<file path="config.mk">
export PLATFORM = sky130hd
export DESIGN_NAME = button_event_capture
export DESIGN_NICKNAME = d
export VERILOG_FILES = /design/src/rtl/button_event_capture.sv
export SDC_FILE = /design/constraint.sdc
export NUM_CORES = 1
export LEC_CHECK = 0
export CORE_MARGIN = 3
export CORE_UTILIZATION = 50
export DETAILED_ROUTE_END_ITERATION = 10
export GPL_TIMING_DRIVEN = 0
export PLACE_DENSITY = 0.77
export SYNTH_ARGS = -nofsm -noshare
export SYNTH_HDL_FRONTEND = slang
export SYNTH_SLANG_ARGS = --single-unit
export TNS_END_PERCENT = 50
</file>
<file path="constraint.sdc">
create_clock -name FPGA_CLK1_50 -period 2.4 [get_ports FPGA_CLK1_50]
set_input_delay 0.72 -clock FPGA_CLK1_50 [delete_from_list [all_inputs] [get_ports FPGA_CLK1_50]]
set_output_delay 0.72 -clock FPGA_CLK1_50 [all_outputs]
set_load 0.05 [all_outputs]
</file>
<file path="src/rtl/button_event_capture.sv">
// -----------------------------------------------------------------------------
// button_event_capture
//
// Captures pushbutton activity for a processor that polls over gpio. Each
// button is synchronized, debounced, and turned into one-cycle events by a
// small per-button FSM. Events set a sticky pending flag. An event that
// arrives while pending is still set also sets a sticky overflow flag.
//
// Build option:
//   BTN_AUTOREPEAT_EN - when defined, a button held past REPEAT_DELAY_CYCLES
//                       produces further events every REPEAT_RATE_CYCLES.
//                       When undefined, each press produces exactly one
//                       event, and the REPEAT_* parameters have no effect.
//
// Ports:
//   FPGA_CLK1_50       in   system clock (50 MHz)
//   reset              in   asynchronous active-high reset
//   btn_n[NBTN-1:0]    in   raw asynchronous pushbuttons, active-low
//   clr[NBTN-1:0]      in   per-button clear of pending/overflow (level)
//   btn_level          out  debounced level, 1 = pressed
//   event_pulse        out  one-cycle strobe per press / repeat event
//   pending            out  sticky event flag
//   overflow           out  sticky flag: event seen while pending was set
//
// Press latency: btn_n stable low -> event_pulse high after exactly
// DEBOUNCE_CYCLES+3 clock edges (2 synchronizer edges, DEBOUNCE_CYCLES
// counting edges, 1 FSM edge). btn_level is a registered copy of the internal
// debounced level. It therefore moves on the same edge as the press event.
// -----------------------------------------------------------------------------
module button_event_capture #(
    parameter int NBTN                = 2,
    parameter int DEBOUNCE_CYCLES     = 500000,
    parameter int REPEAT_DELAY_CYCLES = 20000000,
    parameter int REPEAT_RATE_CYCLES  = 5000000
) (
    input  logic            FPGA_CLK1_50,
    input  logic            reset,
    input  logic [NBTN-1:0] btn_n,
    input  logic [NBTN-1:0] clr,
    output logic [NBTN-1:0] btn_level,
    output logic [NBTN-1:0] event_pulse,
    output logic [NBTN-1:0] pending,
    output logic [NBTN-1:0] overflow
);

    localparam int              DB_W    = $clog2(DEBOUNCE_CYCLES + 1);
    localparam logic [DB_W-1:0] DB_ZERO = DB_W'(0);
    localparam logic [DB_W-1:0] DB_ONE  = DB_W'(1);
    localparam logic [DB_W-1:0] DB_LAST = DB_W'(DEBOUNCE_CYCLES - 1);
    localparam logic [DB_W-1:0] DB_MAX  = DB_W'(DEBOUNCE_CYCLES);

`ifdef BTN_AUTOREPEAT_EN
    localparam int TM_MAX = (REPEAT_DELAY_CYCLES > REPEAT_RATE_CYCLES) ?
                            REPEAT_DELAY_CYCLES : REPEAT_RATE_CYCLES;
    localparam int              TM_W       = $clog2(TM_MAX + 1);
    localparam logic [TM_W-1:0] TM_ZERO    = TM_W'(0);
    localparam logic [TM_W-1:0] TM_ONE     = TM_W'(1);
    localparam logic [TM_W-1:0] DELAY_LAST = TM_W'(REPEAT_DELAY_CYCLES - 1);
    localparam logic [TM_W-1:0] RATE_LAST  = TM_W'(REPEAT_RATE_CYCLES - 1);

    typedef enum logic [1:0] {
        ST_RELEASED   = 2'd0,
        ST_HOLD_DELAY = 2'd1,
        ST_REPEAT     = 2'd2
    } btn_state_t;
`else
    typedef enum logic [0:0] {
        ST_RELEASED = 1'b0,
        ST_PRESSED  = 1'b1
    } btn_state_t;
`endif

    // Synchronizer stages hold the raw (active-low) value; 1 means released.
    logic [NBTN-1:0] sync1_r;
    logic [NBTN-1:0] sync2_r;
    logic [NBTN-1:0] pressed_s;

    assign pressed_s = ~sync2_r;

    // Two-flop synchronizer for the asynchronous buttons.
    always_ff @(posedge FPGA_CLK1_50 or posedge reset) begin
        if (reset) begin
            sync1_r <= {NBTN{1'b1}};
            sync2_r <= {NBTN{1'b1}};
        end else begin
            sync1_r <= btn_n;
            sync2_r <= sync1_r;
        end
    end

    for (genvar i = 0; i < NBTN; i++) begin : g_btn
        logic [DB_W-1:0] db_cnt_r;
        logic            level_r;      // internal debounced level
        logic            level_d_r;    // previous level, for rise detection
        logic            btn_level_r;
        logic            event_r;
        logic            pending_r;
        logic            overflow_r;
        btn_state_t      state_r;

        // Debouncer: the count advances only while the synchronized value
        // disagrees with the level, and any agreeing cycle restarts it.
        // The level flips on the edge that completes DEBOUNCE_CYCLES
        // disagreeing cycles.
        always_ff @(posedge FPGA_CLK1_50 or posedge reset) begin
            if (reset) begin
                db_cnt_r <= DB_ZERO;
                level_r  <= 1'b0;
            end else if (pressed_s[i] == level_r) begin
                db_cnt_r <= DB_ZERO;
                level_r  <= level_r;
            end else if (db_cnt_r == DB_LAST) begin
                db_cnt_r <= DB_ZERO;
                level_r  <= pressed_s[i];
            end else if (db_cnt_r != DB_MAX) begin
                db_cnt_r <= db_cnt_r + DB_ONE;
                level_r  <= level_r;
            end else begin
                db_cnt_r <= db_cnt_r;
                level_r  <= level_r;
            end
        end

        // Registered copy of the debounced level for the output port.
        always_ff @(posedge FPGA_CLK1_50 or posedge reset) begin
            if (reset) begin
                btn_level_r <= 1'b0;
                level_d_r   <= 1'b0;
            end else begin
                btn_level_r <= level_r;
                level_d_r   <= level_r;
            end
        end

`ifdef BTN_AUTOREPEAT_EN
        logic [TM_W-1:0] timer_r;

        // Press / hold / repeat FSM. The event strobe is registered.
        // A release never produces an event.
        always_ff @(posedge FPGA_CLK1_50 or posedge reset) begin
            if (reset) begin
                state_r <= ST_RELEASED;
                timer_r <= TM_ZERO;
                event_r <= 1'b0;
            end else begin
                case (state_r)
                    ST_RELEASED: begin
                        timer_r <= TM_ZERO;
                        if (level_r && !level_d_r) begin
                            event_r <= 1'b1;
                            state_r <= ST_HOLD_DELAY;
                        end else begin
                            event_r <= 1'b0;
                            state_r <= ST_RELEASED;
                        end
                    end
                    ST_HOLD_DELAY: begin
                        if (!level_r) begin
                            event_r <= 1'b0;
                            timer_r <= TM_ZERO;
                            state_r <= ST_RELEASED;
                        end else if (timer_r == DELAY_LAST) begin
                            event_r <= 1'b1;
                            timer_r <= TM_ZERO;
                            state_r <= ST_REPEAT;
                        end else begin
                            event_r <= 1'b0;
                            timer_r <= timer_r + TM_ONE;
                            state_r <= ST_HOLD_DELAY;
                        end
                    end
                    ST_REPEAT: begin
                        if (!level_r) begin
                            event_r <= 1'b0;
                            timer_r <= TM_ZERO;
                            state_r <= ST_RELEASED;
                        end else if (timer_r == RATE_LAST) begin
                            event_r <= 1'b1;
                            timer_r <= TM_ZERO;
                            state_r <= ST_REPEAT;
                        end else begin
                            event_r <= 1'b0;
                            timer_r <= timer_r + TM_ONE;
                            state_r <= ST_REPEAT;
                        end
                    end
                    default: begin
                        event_r <= 1'b0;
                        timer_r <= TM_ZERO;
                        state_r <= ST_RELEASED;
                    end
                endcase
            end
        end
`else
        // Press FSM without auto-repeat: exactly one event per press.
        always_ff @(posedge FPGA_CLK1_50 or posedge reset) begin
            if (reset) begin
                state_r <= ST_RELEASED;
                event_r <= 1'b0;
            end else begin
                case (state_r)
                    ST_RELEASED: begin
                        if (level_r && !level_d_r) begin
                            event_r <= 1'b1;
                            state_r <= ST_PRESSED;
                        end else begin
                            event_r <= 1'b0;
                            state_r <= ST_RELEASED;
                        end
                    end
                    ST_PRESSED: begin
                        event_r <= 1'b0;
                        if (!level_r) begin
                            state_r <= ST_RELEASED;
                        end else begin
                            state_r <= ST_PRESSED;
                        end
                    end
                    default: begin
                        event_r <= 1'b0;
                        state_r <= ST_RELEASED;
                    end
                endcase
            end
        end
`endif

        // Sticky flags. A clear in the same cycle as an event keeps the event:
        // pending ends set and overflow ends cleared.
        always_ff @(posedge FPGA_CLK1_50 or posedge reset) begin
            if (reset) begin
                pending_r  <= 1'b0;
                overflow_r <= 1'b0;
            end else if (clr[i]) begin
                pending_r  <= event_r;
                overflow_r <= 1'b0;
            end else if (event_r) begin
                pending_r  <= 1'b1;
                overflow_r <= overflow_r | pending_r;
            end else begin
                pending_r  <= pending_r;
                overflow_r <= overflow_r;
            end
        end

        assign btn_level[i]   = btn_level_r;
        assign event_pulse[i] = event_r;
        assign pending[i]     = pending_r;
        assign overflow[i]    = overflow_r;
    end

endmodule

</file>
==> results.md, run 1 <==
* Maxcap violations at 0
* VDD IR max at between 0.2 and 0.3 mV
* Gr usage total at 0.163
* Antenna cells at 0
* Outcome: complete, no violations
* Max Slew Vio Count at 0
* Clk_skew at roughly 0.013 ns
* Clock tree buffer depth at 2
* Setup WS post-layout at 0.0879 ns
* Slew @ Worst Pin at approximately 0.50 ns
* Synth warn at 0
* Setup tns final at 0 ns
* # clock sinks at 54
* Buf+Inv Stages, Crit Path at 2
* Worst-case reg-to-reg path depth at 6
* Vias at between 1,500 and 2,000
* Router iterations before antenna repair at 4
* Unrepaired setup endpoints after global routing: false
* Top cells by area, synth: dfrtp_1, xnor2_1, dfstp_2, nor2_1, xor2_1
* Sequential share of power at 0.617
* Startpoint Class: register
* Final hold viol count at 0
* Psw at 0.357 mW
* Slew Limit Headroom at 0.663
* Synth Net Count at 274
* Mux contribution to synthesized area at 0.00378
* Area fraction of the dominant cell type after synthesis at 0.472
* Post-synth EDFFs at 0
* CTS tree: done
* Cells after synthesis at 264
* Largest net degree at the start of global routing at 45
* Area Growth Syn to Fin at 12.9%
* CTS hold repair buffers at 0
* Syn Area/Cell at 10.0 um^2
* Worst Hold End: sync2_r[1]
* PD cells at 507 nW/um^2
* Fmax at 433 MHz
* Tmin final at approximately 2.3 ns
* Combinational family with the most area after synthesis: simple AND/OR/NAND/NOR gates
* Placer congestion estimate at between 0.8 and 0.9
* Number of synthesized register bits at between 50 and 60
* Slowest cell on crit path: clkdlybuf4s50_1
* Core ar. at a little under 5000 um^2
* Final period util at 0.963
* Worst hold start: sync1_r[1]
* Leakage dissipation at 1.23 nW
* Worst Path Arrival at between 1.5 and 2 ns
* Slowest Stage Delay on Critical Path at about 0.79 ns
* First-pass GRT wire length at 8180 um
* Die Ht at between 70 and 80 um
* CP Class: reg2out
* Yosys cell types at 39
* Proportion of layout cells with a drive suffix above 1 at 0.115
* Number of vias per cell at about 5.3
* DRT iter0 DRCs at roughly 110
* Post-place setup slack at between 0.07 and 0.08 ns
* CP max FO at 3
* Site Rows at 25
* Top Ports at 14
* Switching part of the total power at 0.236
* Post-DR wirelength/cell at roughly 12 um
* Hold Path Stages at 0
* DPL Wire Length at about 3100 um
* HP Class: reg2reg
* Grt total ovfl at 0
* Post-synth top flop: dfrtp_1
* Most frequent cell after synthesis: dfrtp_1
* Vias in the first global route at approximately 1,900
* Initial antenna violation count at 0
* Reg-to-reg startpoint: g_btn[0].db_cnt_r[14]
* Worst skew pair latency at a little over 0.3 ns
* Initial Util at 0.540
* CTS clk-pin slew, worst paths at ~0.1 ns
* Post-Synth Simple-Gate Area at 0.224
* Final Core Density at 0.609
* Die width at approximately 79 um
* Routed WL at 4430 um
* Area of the mapped netlist at roughly 2700 um^2
* Sequential cell area fraction in the yosys report at 0.512
* Die area at between 6000 and 7000 um^2
* Cell taking the most area after synthesis: dfrtp_1
* Internal power at between 1 and 1.5 mW
* Critical path required time at about 1.7 ns
* Commonest cells post-synth: dfrtp_1, nor2_1, inv_1
* Worst path cell trace: buf_4 > clkdlybuf4s50_1
* Post-route ant nets at 0
* Root buf cell: clkbuf_8
* Crit-path leading delay family: buffers and inverters
* Drc violations at 0
* # port buffers at 13
* CTS Buf Count at 5
* Compound-Gate Fraction of Synth Area at 0.0935
* CP endpoint kind: primary output
* Clock share of power at 0.333
* Final Setup Violations at 0
* Worst reg2reg setup slack at around 0.11 ns
* Nets@finish at ~300
* FILL cells at between 400 and 500
* Combinational share of power at 0.050
* Synthesized-area fraction occupied by adder cells at 0.0189
* XOR/XNOR share of the synthesized area at 0.0859
* Synth async-reset ratio at 1.00
* H-tree levels at 2
* RR Endpoint: g_btn[0].db_cnt_r[8]
## state kept, by name, indices dropped and copies added, names as in the netlist
register and flops:
sync2_r 2, g_btn.level_r 2, g_btn.db_cnt_r 38, g_btn.overflow_r 2, g_btn.state_r 2, g_btn.btn_level_r 2
sync1_r 2, g_btn.event_r 2, g_btn.pending_r 2
## cells by family after synthesis
kind of cell | Yosys count
xor gates and xnor gates | 26
buffers and inverters | 32
DFF | 54
and+or+nand+nor | 106
adders and majority gates | 4
AOI/OAI and AO/OA | 41
muxes | 1
## power groups by stage
stage	registers [mW]	logic, mW	clock network (mW)
after CTS	0.935	0.0757	0.528
final	0.935	0.0763	0.505
after global placement	0.952	0.0699	0
after floorplan	0.949	0.0500	0
after global routing	0.938	0.0895	0.563
after detailed placement	0.953	0.0757	0
## layer usage
metal | up-vias | GRT usage | part of all wire
met5 | - | 0 | 0
met4 | 0 | 0.0524 | 0.014
met3 | 8 | 0.0420 | 0.032
met2 | 23 | 0.267 | 0.46
met1 | 886 | 0.212 | 0.49
li1 | 963 | - | -
## through the flow
step | cell area [um^2] | power, mW | hold slack [ns] | instances
global placement | 2860 | 1.02 | 0.347 | 344
floorplan | 2650 | 0.999 | 0.345 | 264
finish | 2990 | 1.52 | 0.353 | 355
detailed placement | 2880 | 1.03 | 0.347 | 345
global route | 2990 | 1.59 | 0.355 | 355
CTS | 2970 | 1.54 | 0.359 | 353
## how the worst max path moves through the flow
stage / depth (start not counted) / end / from
floorplan: 6 / g_btn[0].db_cnt_r[2] / g_btn[0].db_cnt_r[14]
global placement: 2 / g_btn[0].event_r / reset
detailed placement: 6 / g_btn[0].db_cnt_r[8] / g_btn[0].db_cnt_r[11]
CTS: 6 / g_btn[0].db_cnt_r[8] / g_btn[0].db_cnt_r[14]
global route: 2 / btn_level[1] / g_btn[1].btn_level_r
finish: 2 / pending[1] / g_btn[1].pending_r
## area by class of cell
cell class              instances  area [um^2]  share of cell area
well taps                      67         83.8              0.0280
multi-input cells             178         1130               0.379
clock inverters                 3         21.3             0.00711
plain buffers                  14         96.3              0.0322
inverters                      18         67.6              0.0226
clock buffers                   5         68.8              0.0230
flip-flops and latches         54         1360               0.453
repair buffers                 16          165              0.0552
## placed cells by master (no fill, tap or decap), drive strengths merged, types with 8 or more instances in the layout
cell and instances:
a21oi 17, nor3 8, xnor2 15, nand4 8, buf 15, or3 11
inv 18, o21ai 13, nand3 9, xor2 11, clkdlybuf4s50 13, nand2 14
nor2 28, dfrtp 50
## repair_timing
| action | 4_1_cts | 5_1_grt |
|---|---|---|
| hold endpoints to repair | 0 | 0 |
| gates resized for setup | 0 | 1 |
| setup buffers | 0 | 2 |
| endpoints found under the setup margin | 0 | 18 |
(Power assumes the default switching activity.)
==> inputs of run 2 (changes only) <==
Settings changed: GPL_ROUTABILITY_DRIVEN from default to 0.
==> results of run 2 <==
Final layout, timing and power as in run 1 (identical DEF).
==> inputs of run 3 (changes only) <==
Settings changed: CELL_PAD_IN_SITES_DETAIL_PLACEMENT from default to 0, CELL_PAD_IN_SITES_GLOBAL_PLACEMENT from default to 2, CORE_UTILIZATION 50 to 39, PLACE_DENSITY 0.77 to default, PLACE_DENSITY_LB_ADDON from default to 0.1.
==> run 3 against run 2 <==
Against the previous run:
- die area rose by 26%
- largest cell class unchanged
- critical path depth did not move
- sequential cell count stayed put
- cell count is 2.8% higher
- sequential power hardly changed
- setup slack hardly changed
- combinational power is 4.7% higher
- non-clock buffer count unchanged
- maximum frequency about the same
- critical path type unchanged
==> results.md, run 3 (synthesized netlist as in run 1, its figures left out) <==
* RR Endpoint: g_btn[0].db_cnt_r[17]
* Post-place setup slack at -0.0668 ns
* Initial Util at 0.410
* Antenna cells at 0
* H-tree levels at 2
* Most common cell after layout, fill and taps aside: dfrtp_1
* Vias in the first global route at roughly 1,800
* CP endpoint kind: primary output
* Unrepaired setup endpoints after global routing: false
* Final hold viol count at 0
* Die area at ~7800 um^2
* Max reg flops at 38
* Fmax at roughly 430 MHz
* VDD IR max at 0.214 mV
* CP Class: reg2out
* Gr usage total at 0.143
* Routed WL at 4950 um
* Worst skew pair latency at roughly 0.31 ns
* Worst hold start: sync1_r[1]
* Worst Path Arrival at ~1.6 ns
* Final instance area at ~3100 um^2
* Worst-case reg-to-reg path depth at 6
* CTS tree: done
* Maxcap violations at 0
* Reg-to-reg startpoint: g_btn[0].db_cnt_r[14]
* CP endpoint: event_pulse[0]
* Area Growth Syn to Fin at 15.7%
* Tmin final at between 2 and 2.5 ns
* Commonest non-fill, non-tap cells in the layout: dfrtp_1, nor2_1, inv_1, a21oi_1, xnor2_1
* First-pass GRT wire length at between 8000 and 9000 um
* PD cells at roughly 570 nW/um^2
* Clock tree buffer depth at 2
* Max Slew Vio Count at 0
* Number of vias per cell at 5.18
* Startpoint Class: register
* Final Setup Violations at 0
* Placed Area at 2900 um^2
* Post-route ant nets at 0
* Outcome: complete, no violations
* Slew @ Worst Pin at about 0.50 ns
* Largest net degree at the start of global routing at 39
* DRT iter0 DRCs at about 100
* Post-DR wirelength/cell at roughly 14 um
* # clock sinks at 54
* Router iterations before antenna repair at 4
* DPL Wire Length at ~3500 um
* Nets@finish at roughly 300
* # port buffers at 13
* Setup WS post-layout at between 0.08 and 0.09 ns
* CTS hold repair buffers at 0
* Top Ports at 14
* Worst reg2reg setup slack at around 0.10 ns
* Slew Limit Headroom at 0.663
* FILL cells at between 600 and 700
* Root buf cell: clkbuf_8
* Vias at ~1,900
* Clk_skew at around 0.0074 ns
* HP Class: reg2reg
* Initial antenna violation count at 0
* CTS Buf Count at 5
* Site Rows at 29
* Biggest register: g_btn.db_cnt_r
* CTS clk-pin slew, worst paths at 0.10 ns
* Drc violations at 0
* Die width at between 80 and 90 um
* Leakage dissipation at around 1.3 nW
* CP max FO at 3
* Worst Setup SP: g_btn[0].event_r
* Critical path required time at between 1.5 and 2 ns
* Proportion of layout cells with a drive suffix above 1 at 0.115
* Final period util at 0.964
* Core ar. at about 6500 um^2
* Grt total ovfl at 0
* Die Ht at between 80 and 90 um
run 3: worst min-delay path by stage:
stage	endpoint	slack [ns]	cells past startpoint
3_5_place_dp	sync2_r[1]	0.35	0
6_report	sync2_r[1]	0.36	0
5_1_grt	sync2_r[1]	0.37	0
4_1_cts	sync2_r[1]	0.36	0
2_1_floorplan	sync2_r[0]	0.35	0
3_3_place_gp	sync2_r[0]	0.35	0
run 3: metal layers:
layer,track usage,wire length [um],vias to the layer above
met2,0.235,2430,13
met3,0.0307,99,7
met1,0.188,2350,911
met5,0,0,-
li1,-,-,960
met4,0.0453,68,0
run 3: critical path, stage by stage (launching register included):
cell and delay [ns]:
dfrtp_1 0.39, buf_4 0.11, clkdlybuf4s50_1 0.79
run 3: layout make-up:
cell class,instances,area [um^2],share of cell area
multi-input combinational,178,1140,0.372
clock buffer,6,82.6,0.0269
sequential,54,1360,0.442
timing repair buffer,16,165,0.0539
clock inverter,2,60.1,0.0196
inverter,18,67.6,0.0220
tap,77,96.3,0.0314
buffer,14,96.3,0.0314
run 3: what timing repair did:
action                                  CTS  global route
pin swaps                                 1             0
gates cloned                              0             0
setup buffers                             2             0
endpoints found under the setup margin   20             4
resized for setup                         1             1
run 3: through the flow:
step                       util  TNS [ns]  hold slack [ns]  instances  total power [mW]
after global routing      0.475         0            0.368        365              1.84
after global placement    0.445    -37.71            0.346        354              1.03
after detailed placement  0.448    -0.944            0.347        355              1.03
final                     0.475         0            0.362        365              1.76
after CTS                 0.473         0            0.362        365              1.80
after floorplan               -         0            0.345        264             0.999
run 3: report_power, final:
part	total, mW	internal [mW]	switching [mW]
Combinational	0.0799	0.0309	0.0491
Clock	0.747	0.445	0.302
Sequential	0.934	0.923	0.0106
Total	1.76	1.40	0.362
